## src/rtl/branch_compare_unit_if.sv

```systemverilog
// Start/done handshake bundle between the operand read stage
// and the sliced branch comparator.
interface branch_compare_unit_if #(
   parameter int XLEN = 32
);
   logic            start;
   logic [2:0]      funct3;
   logic [XLEN-1:0] rs1;
   logic [XLEN-1:0] rs2;
   logic            busy;
   logic            done;
   logic            taken;
   logic            br_eq;
   logic            br_lt;
   logic            illegal;

   modport master (
      output start, funct3, rs1, rs2,
      input  busy, done, taken, br_eq, br_lt, illegal
   );

   modport slave (
      input  start, funct3, rs1, rs2,
      output busy, done, taken, br_eq, br_lt, illegal
   );
endinterface

```

## src/rtl/branch_compare_unit.sv

```systemverilog
// Multi-cycle sliced branch comparator, MSB slice first.
// Define BRCMP_EARLY_EXIT_EN to finish at the first differing slice.
module branch_compare_unit #(
   parameter int XLEN  = 32,
   parameter int CHUNK = 8
) (
   input logic                  clk,
   input logic                  rst,
   branch_compare_unit_if.slave bus
);
   localparam int NCHUNK = XLEN / CHUNK;
   localparam int IDXW   = (NCHUNK > 1) ? $clog2(NCHUNK) : 1;
   localparam logic [IDXW-1:0] TOPIDX = IDXW'(NCHUNK - 1);

   typedef enum logic {IDLE, RUN} state_t;

   state_t          state, stateNxt;
   logic [XLEN-1:0] opA, opANxt;
   logic [XLEN-1:0] opB, opBNxt;
   logic [2:0]      fn, fnNxt;
   logic [IDXW-1:0] idx, idxNxt;
   logic            diffFound, diffFoundNxt;
   logic            ltFound, ltFoundNxt;
   logic            done, doneNxt;
   logic            taken, takenNxt;
   logic            brEq, brEqNxt;
   logic            brLt, brLtNxt;
   logic            ill, illNxt;

   logic [CHUNK-1:0] sliceA [NCHUNK];
   logic [CHUNK-1:0] sliceB [NCHUNK];
   logic [CHUNK-1:0] curA, curB;
   logic             signedOp, sliceDiff, sliceLt;
   logic             diffAny, ltAny, lastSlice, startIll;

   for (genvar g = 0; g < NCHUNK; g++) begin : gSlice
      assign sliceA[g] = opA[g*CHUNK +: CHUNK];
      assign sliceB[g] = opB[g*CHUNK +: CHUNK];
   end

   assign curA      = sliceA[idx];
   assign curB      = sliceB[idx];
   assign signedOp  = (fn == 3'b100) || (fn == 3'b101);
   assign sliceDiff = curA != curB;
   // Only the top slice carries the sign bit.
   assign sliceLt   = (signedOp && idx == TOPIDX)
                    ? ($signed(curA) < $signed(curB))
                    : (curA < curB);
   assign diffAny   = diffFound | sliceDiff;
   assign ltAny     = diffFound ? ltFound : (sliceDiff & sliceLt);
   assign startIll  = (bus.funct3 == 3'b010) ||
                      (bus.funct3 == 3'b011);

`ifdef BRCMP_EARLY_EXIT_EN
   assign lastSlice = (idx == '0) || diffAny;
`else
   assign lastSlice = (idx == '0);
`endif

   function automatic logic decodeTaken(
      input logic [2:0] f,
      input logic       eq,
      input logic       lt
   );
      logic cond;
      cond = f[2] ? lt : eq;
      return f[0] ? !cond : cond;
   endfunction

   always_comb begin
      stateNxt     = state;
      opANxt       = opA;
      opBNxt       = opB;
      fnNxt        = fn;
      idxNxt       = idx;
      diffFoundNxt = diffFound;
      ltFoundNxt   = ltFound;
      doneNxt      = 1'b0;
      takenNxt     = taken;
      brEqNxt      = brEq;
      brLtNxt      = brLt;
      illNxt       = ill;
      unique case (state)
         IDLE: begin
            if (bus.start && startIll) begin
               doneNxt  = 1'b1;
               illNxt   = 1'b1;
               takenNxt = 1'b0;
               brEqNxt  = 1'b0;
               brLtNxt  = 1'b0;
            end else if (bus.start) begin
               opANxt       = bus.rs1;
               opBNxt       = bus.rs2;
               fnNxt        = bus.funct3;
               idxNxt       = TOPIDX;
               diffFoundNxt = 1'b0;
               ltFoundNxt   = 1'b0;
               stateNxt     = RUN;
            end
         end
         RUN: begin
            if (!diffFound && sliceDiff) begin
               diffFoundNxt = 1'b1;
               ltFoundNxt   = sliceLt;
            end
            if (lastSlice) begin
               brEqNxt  = !diffAny;
               brLtNxt  = ltAny;
               takenNxt = decodeTaken(fn, !diffAny, ltAny);
               illNxt   = 1'b0;
               doneNxt  = 1'b1;
               stateNxt = IDLE;
            end else begin
               idxNxt = idx - IDXW'(1);
            end
         end
      endcase
   end

   always_ff @(posedge clk or posedge rst) begin
      if (rst) begin
         state     <= IDLE;
         opA       <= '0;
         opB       <= '0;
         fn        <= '0;
         idx       <= '0;
         diffFound <= 1'b0;
         ltFound   <= 1'b0;
         done      <= 1'b0;
         taken     <= 1'b0;
         brEq      <= 1'b0;
         brLt      <= 1'b0;
         ill       <= 1'b0;
      end else begin
         state     <= stateNxt;
         opA       <= opANxt;
         opB       <= opBNxt;
         fn        <= fnNxt;
         idx       <= idxNxt;
         diffFound <= diffFoundNxt;
         ltFound   <= ltFoundNxt;
         done      <= doneNxt;
         taken     <= takenNxt;
         brEq      <= brEqNxt;
         brLt      <= brLtNxt;
         ill       <= illNxt;
      end
   end

   assign bus.busy    = (state == RUN);
   assign bus.done    = done;
   assign bus.taken   = taken;
   assign bus.br_eq   = brEq;
   assign bus.br_lt   = brLt;
   assign bus.illegal = ill;
endmodule

```

## src/flat_wrapper.sv

```systemverilog
// flat-port wrapper written by rule: the top's interface ports become plain ports
module branch_compare_unit_flat 
#(
   parameter int XLEN  = 32,
   parameter int CHUNK = 8
)
  (clk, rst, bus_start, bus_funct3, bus_rs1, bus_rs2, bus_busy, bus_done, bus_taken, bus_br_eq, bus_br_lt, bus_illegal);
  branch_compare_unit_if #(.XLEN(XLEN)) bus_i ();
  input logic clk;
  input logic rst;
  input wire logic [$bits(bus_i.start)-1:0] bus_start;
  input wire logic [$bits(bus_i.funct3)-1:0] bus_funct3;
  input wire logic [$bits(bus_i.rs1)-1:0] bus_rs1;
  input wire logic [$bits(bus_i.rs2)-1:0] bus_rs2;
  output wire logic [$bits(bus_i.busy)-1:0] bus_busy;
  output wire logic [$bits(bus_i.done)-1:0] bus_done;
  output wire logic [$bits(bus_i.taken)-1:0] bus_taken;
  output wire logic [$bits(bus_i.br_eq)-1:0] bus_br_eq;
  output wire logic [$bits(bus_i.br_lt)-1:0] bus_br_lt;
  output wire logic [$bits(bus_i.illegal)-1:0] bus_illegal;
  assign bus_i.start = bus_start;
  assign bus_i.funct3 = bus_funct3;
  assign bus_i.rs1 = bus_rs1;
  assign bus_i.rs2 = bus_rs2;
  assign bus_busy = bus_i.busy;
  assign bus_done = bus_i.done;
  assign bus_taken = bus_i.taken;
  assign bus_br_eq = bus_i.br_eq;
  assign bus_br_lt = bus_i.br_lt;
  assign bus_illegal = bus_i.illegal;
  branch_compare_unit #(.XLEN(XLEN), .CHUNK(CHUNK)) u_core (.clk(clk), .rst(rst), .bus(bus_i));
endmodule
```

## config.mk

```make
export PLATFORM = sky130hd
export DESIGN_NAME = branch_compare_unit_flat
export DESIGN_NICKNAME = d
export VERILOG_FILES = /design/src/rtl/branch_compare_unit_if.sv /design/src/rtl/branch_compare_unit.sv /design/src/flat_wrapper.sv
export SDC_FILE = /design/constraint.sdc
export NUM_CORES = 1
export LEC_CHECK = 0
export BUFFER_PORTS_ARGS = -buffer_cell sky130_fd_sc_hd__buf_2
export CORE_AREA = 2 2 114 72
export CTS_CLUSTER_DIAMETER = 60
export CTS_CLUSTER_SIZE = 40
export DETAILED_ROUTE_END_ITERATION = 8
export DIE_AREA = 0 0 116 74
export PLACE_DENSITY = 0.76
export SYNTH_ARGS = -nofsm -noshare
export SYNTH_HDL_FRONTEND = slang
export SYNTH_SLANG_ARGS = --single-unit
```

## constraint.sdc

```tcl
create_clock -name clk -period 4.9 [get_ports clk]
set_input_delay 0.49 -clock clk [delete_from_list [all_inputs] [get_ports clk]]
set_output_delay 0.49 -clock clk [all_outputs]
set_load 0.005 [all_outputs]
```

# After elaboration in Yosys (flattened, before gate mapping)
# Cells that the tools add are included.
dict set report word_totals {
  regBits 77
  ram_bits 0
  in_bits 70
  output_inout_bits 6
  latch_bits 0
  elab_cells 83
  rom_bits 0
  mem_count 0
}
dict set report op_classes {
  div 0
  multipliers 0
  shift 0
  reduce_logical 13
  n_lt_le_gt_ge 3
  n_bitwise 5
  n_addsub 1
  muxes 37
  n_eq_ne 12
}
# cell count
set ops {}
lappend ops {{binary-select mux 8 bit (select 2 bit)} 2}
lappend ops {{two-way mux 8 bit} 4}
lappend ops {{two-way mux 1 bit} 19}
lappend ops {{< comparator 8 bit} 2}
lappend ops {{one-hot mux 1 bit (2 select lines)} 8}
lappend ops {{!= test 2 bit (second input constant)} 5}
lappend ops {{AND reduction 3 bit} 3}
lappend ops {{!= test 8 bit} 1}
lappend ops {{equality test 3 x 2 -> 1 bit (second input constant)} 2}
lappend ops {{equality test 3 bit (second input constant)} 2}
lappend ops {{two-way mux 2 bit} 3}
lappend ops {{one-hot mux 2 bit (2 select lines)} 1}
lappend ops {{greater-or-equal comparator 3 bit (second input constant)} 1}
lappend ops {{logical AND 1 bit} 3}
lappend ops {{logical NOT 1 bit} 3}
lappend ops {{inverter 2 -> 3 bit} 1}
lappend ops {{equality test 2 bit (second input constant)} 1}
lappend ops {{logical NOT 2 bit} 1}
lappend ops {{logical OR 1 bit} 2}
lappend ops {{!= test 2 x 1 -> 1 bit (second input constant)} 1}
lappend ops {{inverter 1 bit} 2}
lappend ops {{AND reduction 2 bit} 1}
lappend ops {{subtractor 2 x 1 -> 2 bit (second input constant)} 1}
lappend ops {{AND 1 bit} 1}
lappend ops {{bitwise OR 1 bit} 1}

# Depth between registers and ports, before layout
dict set report logic_depth {
  ltp_word 13
  depth_mapped 10
  depth_no_buf 9
}

# Worst setup path before layout
# No wires, ideal clock.
dict set report synth_path {
  kind {reg-to-reg}
  startpoint {register u_core.idx[0]}
  endpoint {register u_core.taken, in the netlist u_core.bus.taken}
  arrival_ns 2.854
  required_time_ns 4.778
  setup_ns 0.122
  path_buffers 2
  period_less_slack_ns 2.975
  stages_incl_launch_ff 11
  slack_ns 1.925
  path_cell_list {dfrtp_1 > buf_2 > buf_2 > mux4_2 > ha_1 > nand4_2 > nor2_2 > or3_4 > o2111ai_2 > o211ai_2 > a32o_1}
}
dict set report synth_between {
  elab_chain_len 13
  word_cells_on_any_way 25
  classes_between {order compare: 2; eq/ne: 3; mux: 12; bitwise: 3; reduce/logical: 5}
}
# item line_no
set synth_lines {}
lappend synth_lines {{from (decl)} branch_compare_unit.sv:21} ;# logic [IDXW-1:0] idx, idxNxt;
lappend synth_lines {{from (signal assigned)} branch_compare_unit.sv:139} ;# idx <= idxNxt;
lappend synth_lines {{inverter 2 -> 3 bit (implied by the code)} {branch_compare_unit.sv:41, branch_compare_unit.sv:42}}
lappend synth_lines {{binary-select mux 8 bit (select 2 bit) (on tied branches)} {branch_compare_unit.sv:41, branch_compare_unit.sv:42}}
lappend synth_lines {{two-way mux 8 bit (on tied branches) (2 in series)} {branch_compare_unit.sv:41, branch_compare_unit.sv:42}}
lappend synth_lines {{< comparator 8 bit (on tied branches)} {branch_compare_unit.sv:48, branch_compare_unit.sv:47}}
lappend synth_lines {{two-way mux 1 bit} branch_compare_unit.sv:47} ;# ? ($signed(curA) < $signed(curB))
lappend synth_lines {{AND 1 bit} branch_compare_unit.sv:50} ;# assign ltAny = diffFound ? ltFound : (sliceDiff & sliceLt);
lappend synth_lines {{two-way mux 1 bit} branch_compare_unit.sv:50}
lappend synth_lines {{two-way mux 1 bit} branch_compare_unit.sv:66} ;# cond = f[2] ? lt : eq;
lappend synth_lines {{logical NOT 1 bit} branch_compare_unit.sv:67} ;# return f[0] ? !cond : cond;
lappend synth_lines {{two-way mux 1 bit} branch_compare_unit.sv:67}
lappend synth_lines {{two-way mux 1 bit} branch_compare_unit.sv:106} ;# if (lastSlice) begin
lappend synth_lines {{one-hot mux 1 bit (2 select lines)} branch_compare_unit.sv:83} ;# unique case (state)
lappend synth_lines {{to (signal assigned)} branch_compare_unit.sv:143} ;# taken <= takenNxt;
lappend synth_lines {{to (decl)} branch_compare_unit.sv:25} ;# logic taken, takenNxt;
# Parallel ways exist; a longest one is shown, timed or not. The select of a mux whose other input is x is not followed.
# A chain may end at the register's enable or synchronous reset.

# Worst setup path in the final report
# Same ends and word-level chain as after synthesis.

==> results.sh <==
export IMPL_post_dp_cell_area_sq_um=4120
export IMPL_hold_path_class="in2reg"
export IMPL_antenna_left=0
export IMPL_clk_latency_ps=340
export IMPL_overflow=0
export IMPL_slew_violations=0
export IMPL_antenna_diode_count=0
export IMPL_stdcell_count=444
export IMPL_cts_buffers=9
export IMPL_p_per_area_nw_per_um2=687
export IMPL_fin_area_sq_um=4400
export IMPL_core_sq_um=7570
export IMPL_fmax_mhz=302
export IMPL_fin_ws_ps=1590
export IMPL_tns_ps=0
export IMPL_syn_inst=255
export IMPL_ir_drop_mv=0.306
export IMPL_syn_area_per_cell_sq_um=14.3
export IMPL_first_global_vias=2325
export IMPL_worstPathMaxFanout=16
export IMPL_grt_antenna_before_repair=0
export IMPL_ios=76
export IMPL_htreeDepth=3
export IMPL_tightest_slew_ps=945
export IMPL_chipWidth_um=116
export IMPL_p_leak_nw=2.02
export IMPL_synthesis_nets=335
export IMPL_timing_final_crit_share_pct=67.5
export IMPL_p_total_mw=3.03
export IMPL_ys_types=42
export IMPL_maxCapViolations=0
export IMPL_grt_pass1_wl_mm=11.8
export IMPL_yosysSeqAreaShare_pct=52.7
export IMPL_netlist_area_sq_um=3650
export IMPL_path_class="reg2reg"
export IMPL_ys_ff_latch=77
export IMPL_fin_worst_skew_ps=6.28
export IMPL_numPortBuffers=75
export IMPL_post_route_util_pct=58.2
export IMPL_syn2layout_area_growth_pct=20.5
export IMPL_layout_min_cycle_time_ps=3310
export IMPL_outcome="finished clean"
export IMPL_cts_tree="done"
export IMPL_remaining_drc_errors=0
export IMPL_die_area_sq_um=8580
export IMPL_cp_data_arrival_time_ps=3520
export IMPL_endpoint_kind="flip-flop"
export IMPL_wl_per_cell_um=16.1
export IMPL_rows=25
export IMPL_initial_utilization_pct=48.3
export IMPL_drt_iter0_markers=100
export IMPL_routed_wirelength_mm=7.15
export IMPL_path_cells="buf_4 -> mux4_2 -> inv_1 -> ha_1 -> nand4_1 -> nor2_2 -> or3_4 -> o2111ai_2 -> o211ai_2 -> a32o_1"
export IMPL_die_h_um=74
export IMPL_critPathRequiredTime_ps=5120
export IMPL_rsz0062_at_grt="false"
export IMPL_critPathSlowestCell="dfrtp_1"
export IMPL_max_slew_margin_pct=36.8
export IMPL_post_cts_buffers=0
export IMPL_place_ws_ps=1590
export IMPL_track_usage_pct=19.0
export IMPL_routed_via_density=5.07
export IMPL_clock_path_buffers=2
export IMPL_dp_cells=428
export IMPL_yosysWarningCount=0
export IMPL_vias=2250
export IMPL_dr_pass1_iters=4
export IMPL_critPathMaxStageDelay_ps=880
export IMPL_setup_viol=0
export IMPL_grt_start_max_net_pins=78
export IMPL_cts_resized=0
export IMPL_nets=411
export IMPL_gp_congestion=0.816
export IMPL_path_clk_slew_ps=50
export IMPL_final_common_cell="dfrtp_1"
export IMPL_hold_violations=0
export IMPL_cts_hold_buffers=0
export IMPL_hpwl_mm=5.23
export IMPL_start_kind="flip-flop"
export IMPL_whs_ps=367
export IMPL_ctsRootBufferMaster="clkbuf_16"
export IMPL_mostFrequentLayoutCells="dfrtp_1, buf_2, mux2_1, mux4_2, inv_1"
export IMPL_cts_sinks=77
export IMPL_drive_above_1_share_pct=35.7
==> metal layers <==
layer | share of wire, % | global-route usage, % | up-vias
met1 | 48 | 26.9 | 1098
met5 | 0 | 0 | -
met3 | 7.5 | 8.56 | 8
li1 | - | - | 1084
met4 | 1.4 | 5.82 | 0
met2 | 43 | 26.6 | 60
==> cells in the mapped netlist, drive strengths merged <==
| cell type | number | area [sq um] |
|---|---|---|
| a21boi | 1 | 7.51 |
| a21o | 1 | 7.51 |
| a21oi | 8 | 47.6 |
| a22o | 1 | 8.76 |
| a31oi | 1 | 6.26 |
| a32o | 1 | 10.0 |
| buf | 11 | 70.1 |
| clkbuf | 2 | 7.51 |
| dfrtp | 77 | 1930 |
| ha | 10 | 125 |
| inv | 13 | 48.8 |
| mux2 | 65 | 732 |
| mux2i | 1 | 10.0 |
| mux4 | 16 | 360 |
| nand2 | 12 | 47.6 |
| nand2b | 2 | 12.5 |
| nand3 | 1 | 5.00 |
| nand4 | 2 | 18.8 |
| nor2 | 7 | 28.8 |
| nor2b | 5 | 31.3 |
| nor3 | 3 | 20.0 |
| nor3b | 1 | 7.51 |
| o2111ai | 1 | 15.0 |
| o211ai | 3 | 27.5 |
| o21a | 2 | 15.0 |
| o21ai | 4 | 23.8 |
| o22ai | 1 | 6.26 |
| o41ai | 1 | 8.76 |
| or2 | 1 | 6.26 |
| or3 | 1 | 11.3 |
==> path summary, 6_finish.rpt <==
path	cells after the start	slack, ps	to	start
min in group asynchronous	3	440	u_core.diffFound	rst
worst min-delay path	2	370	u_core.opA[23]	bus_rs1[23]
worst max register to register	10	1590	u_core.bus.taken	u_core.idx[0]
worst max-delay path	10	1590	u_core.bus.taken	u_core.idx[0]
worst min register to register	1	480	u_core.opA[9]	u_core.opA[9]
max in group asynchronous	3	3850	u_core.idx[1]	rst
==> kinds of logic (layout without fill, tap and decap cells) <==
kind of cell	after synthesis	count (layout)	share of synthesized area [%]
buffers and inverters	26	107	3.46
AOI/OAI and AO/OA	25	25	5.03
and+or+nand+nor	35	35	5.17
DFF	77	77	52.7
muxes	82	82	30.2
adders and majority gates	10	10	3.42
==> where the power goes <==
part / total [mW] / internal [mW] / switching, mW
clock network: 0.636 / 0.393 / 0.243
logic: 1.20 / 0.662 / 0.535
registers: 1.19 / 0.950 / 0.242
==> final cells by class <==
cell class,instances,area (sq um)
clock buffers,12,236
clock inverters,4,48.8
fillers,650,3170
inverters,13,50.0
multi-input cells,152,1610
flip-flops and latches,77,1930
well taps,108,135
repair buffers,78,398
==> critical path, delay by kind of cell (launching register included) <==
family / cells / cell delay, ps
adder cells (fa/ha/maj): 1 / 230
AND/OR/NAND/NOR: 3 / 620
flip-flops: 1 / 880
multiplexers: 1 / 500
buffers and inverters: 2 / 370
AO/OA/AOI/OAI: 3 / 580
==> registers in the layout, indices dropped and copies added, names as in the netlist <==
signal and count:
u_core.opA 32, u_core.opB 32, u_core.fn 3, u_core.idx 2, u_core.bus.br_eq 1, u_core.bus.br_lt 1, u_core.bus.busy 1, u_core.bus.done 1
u_core.bus.illegal 1, u_core.bus.taken 1, u_core.diffFound 1, u_core.ltFound 1
No activity file was read; power rests on OpenSTA's default activity.
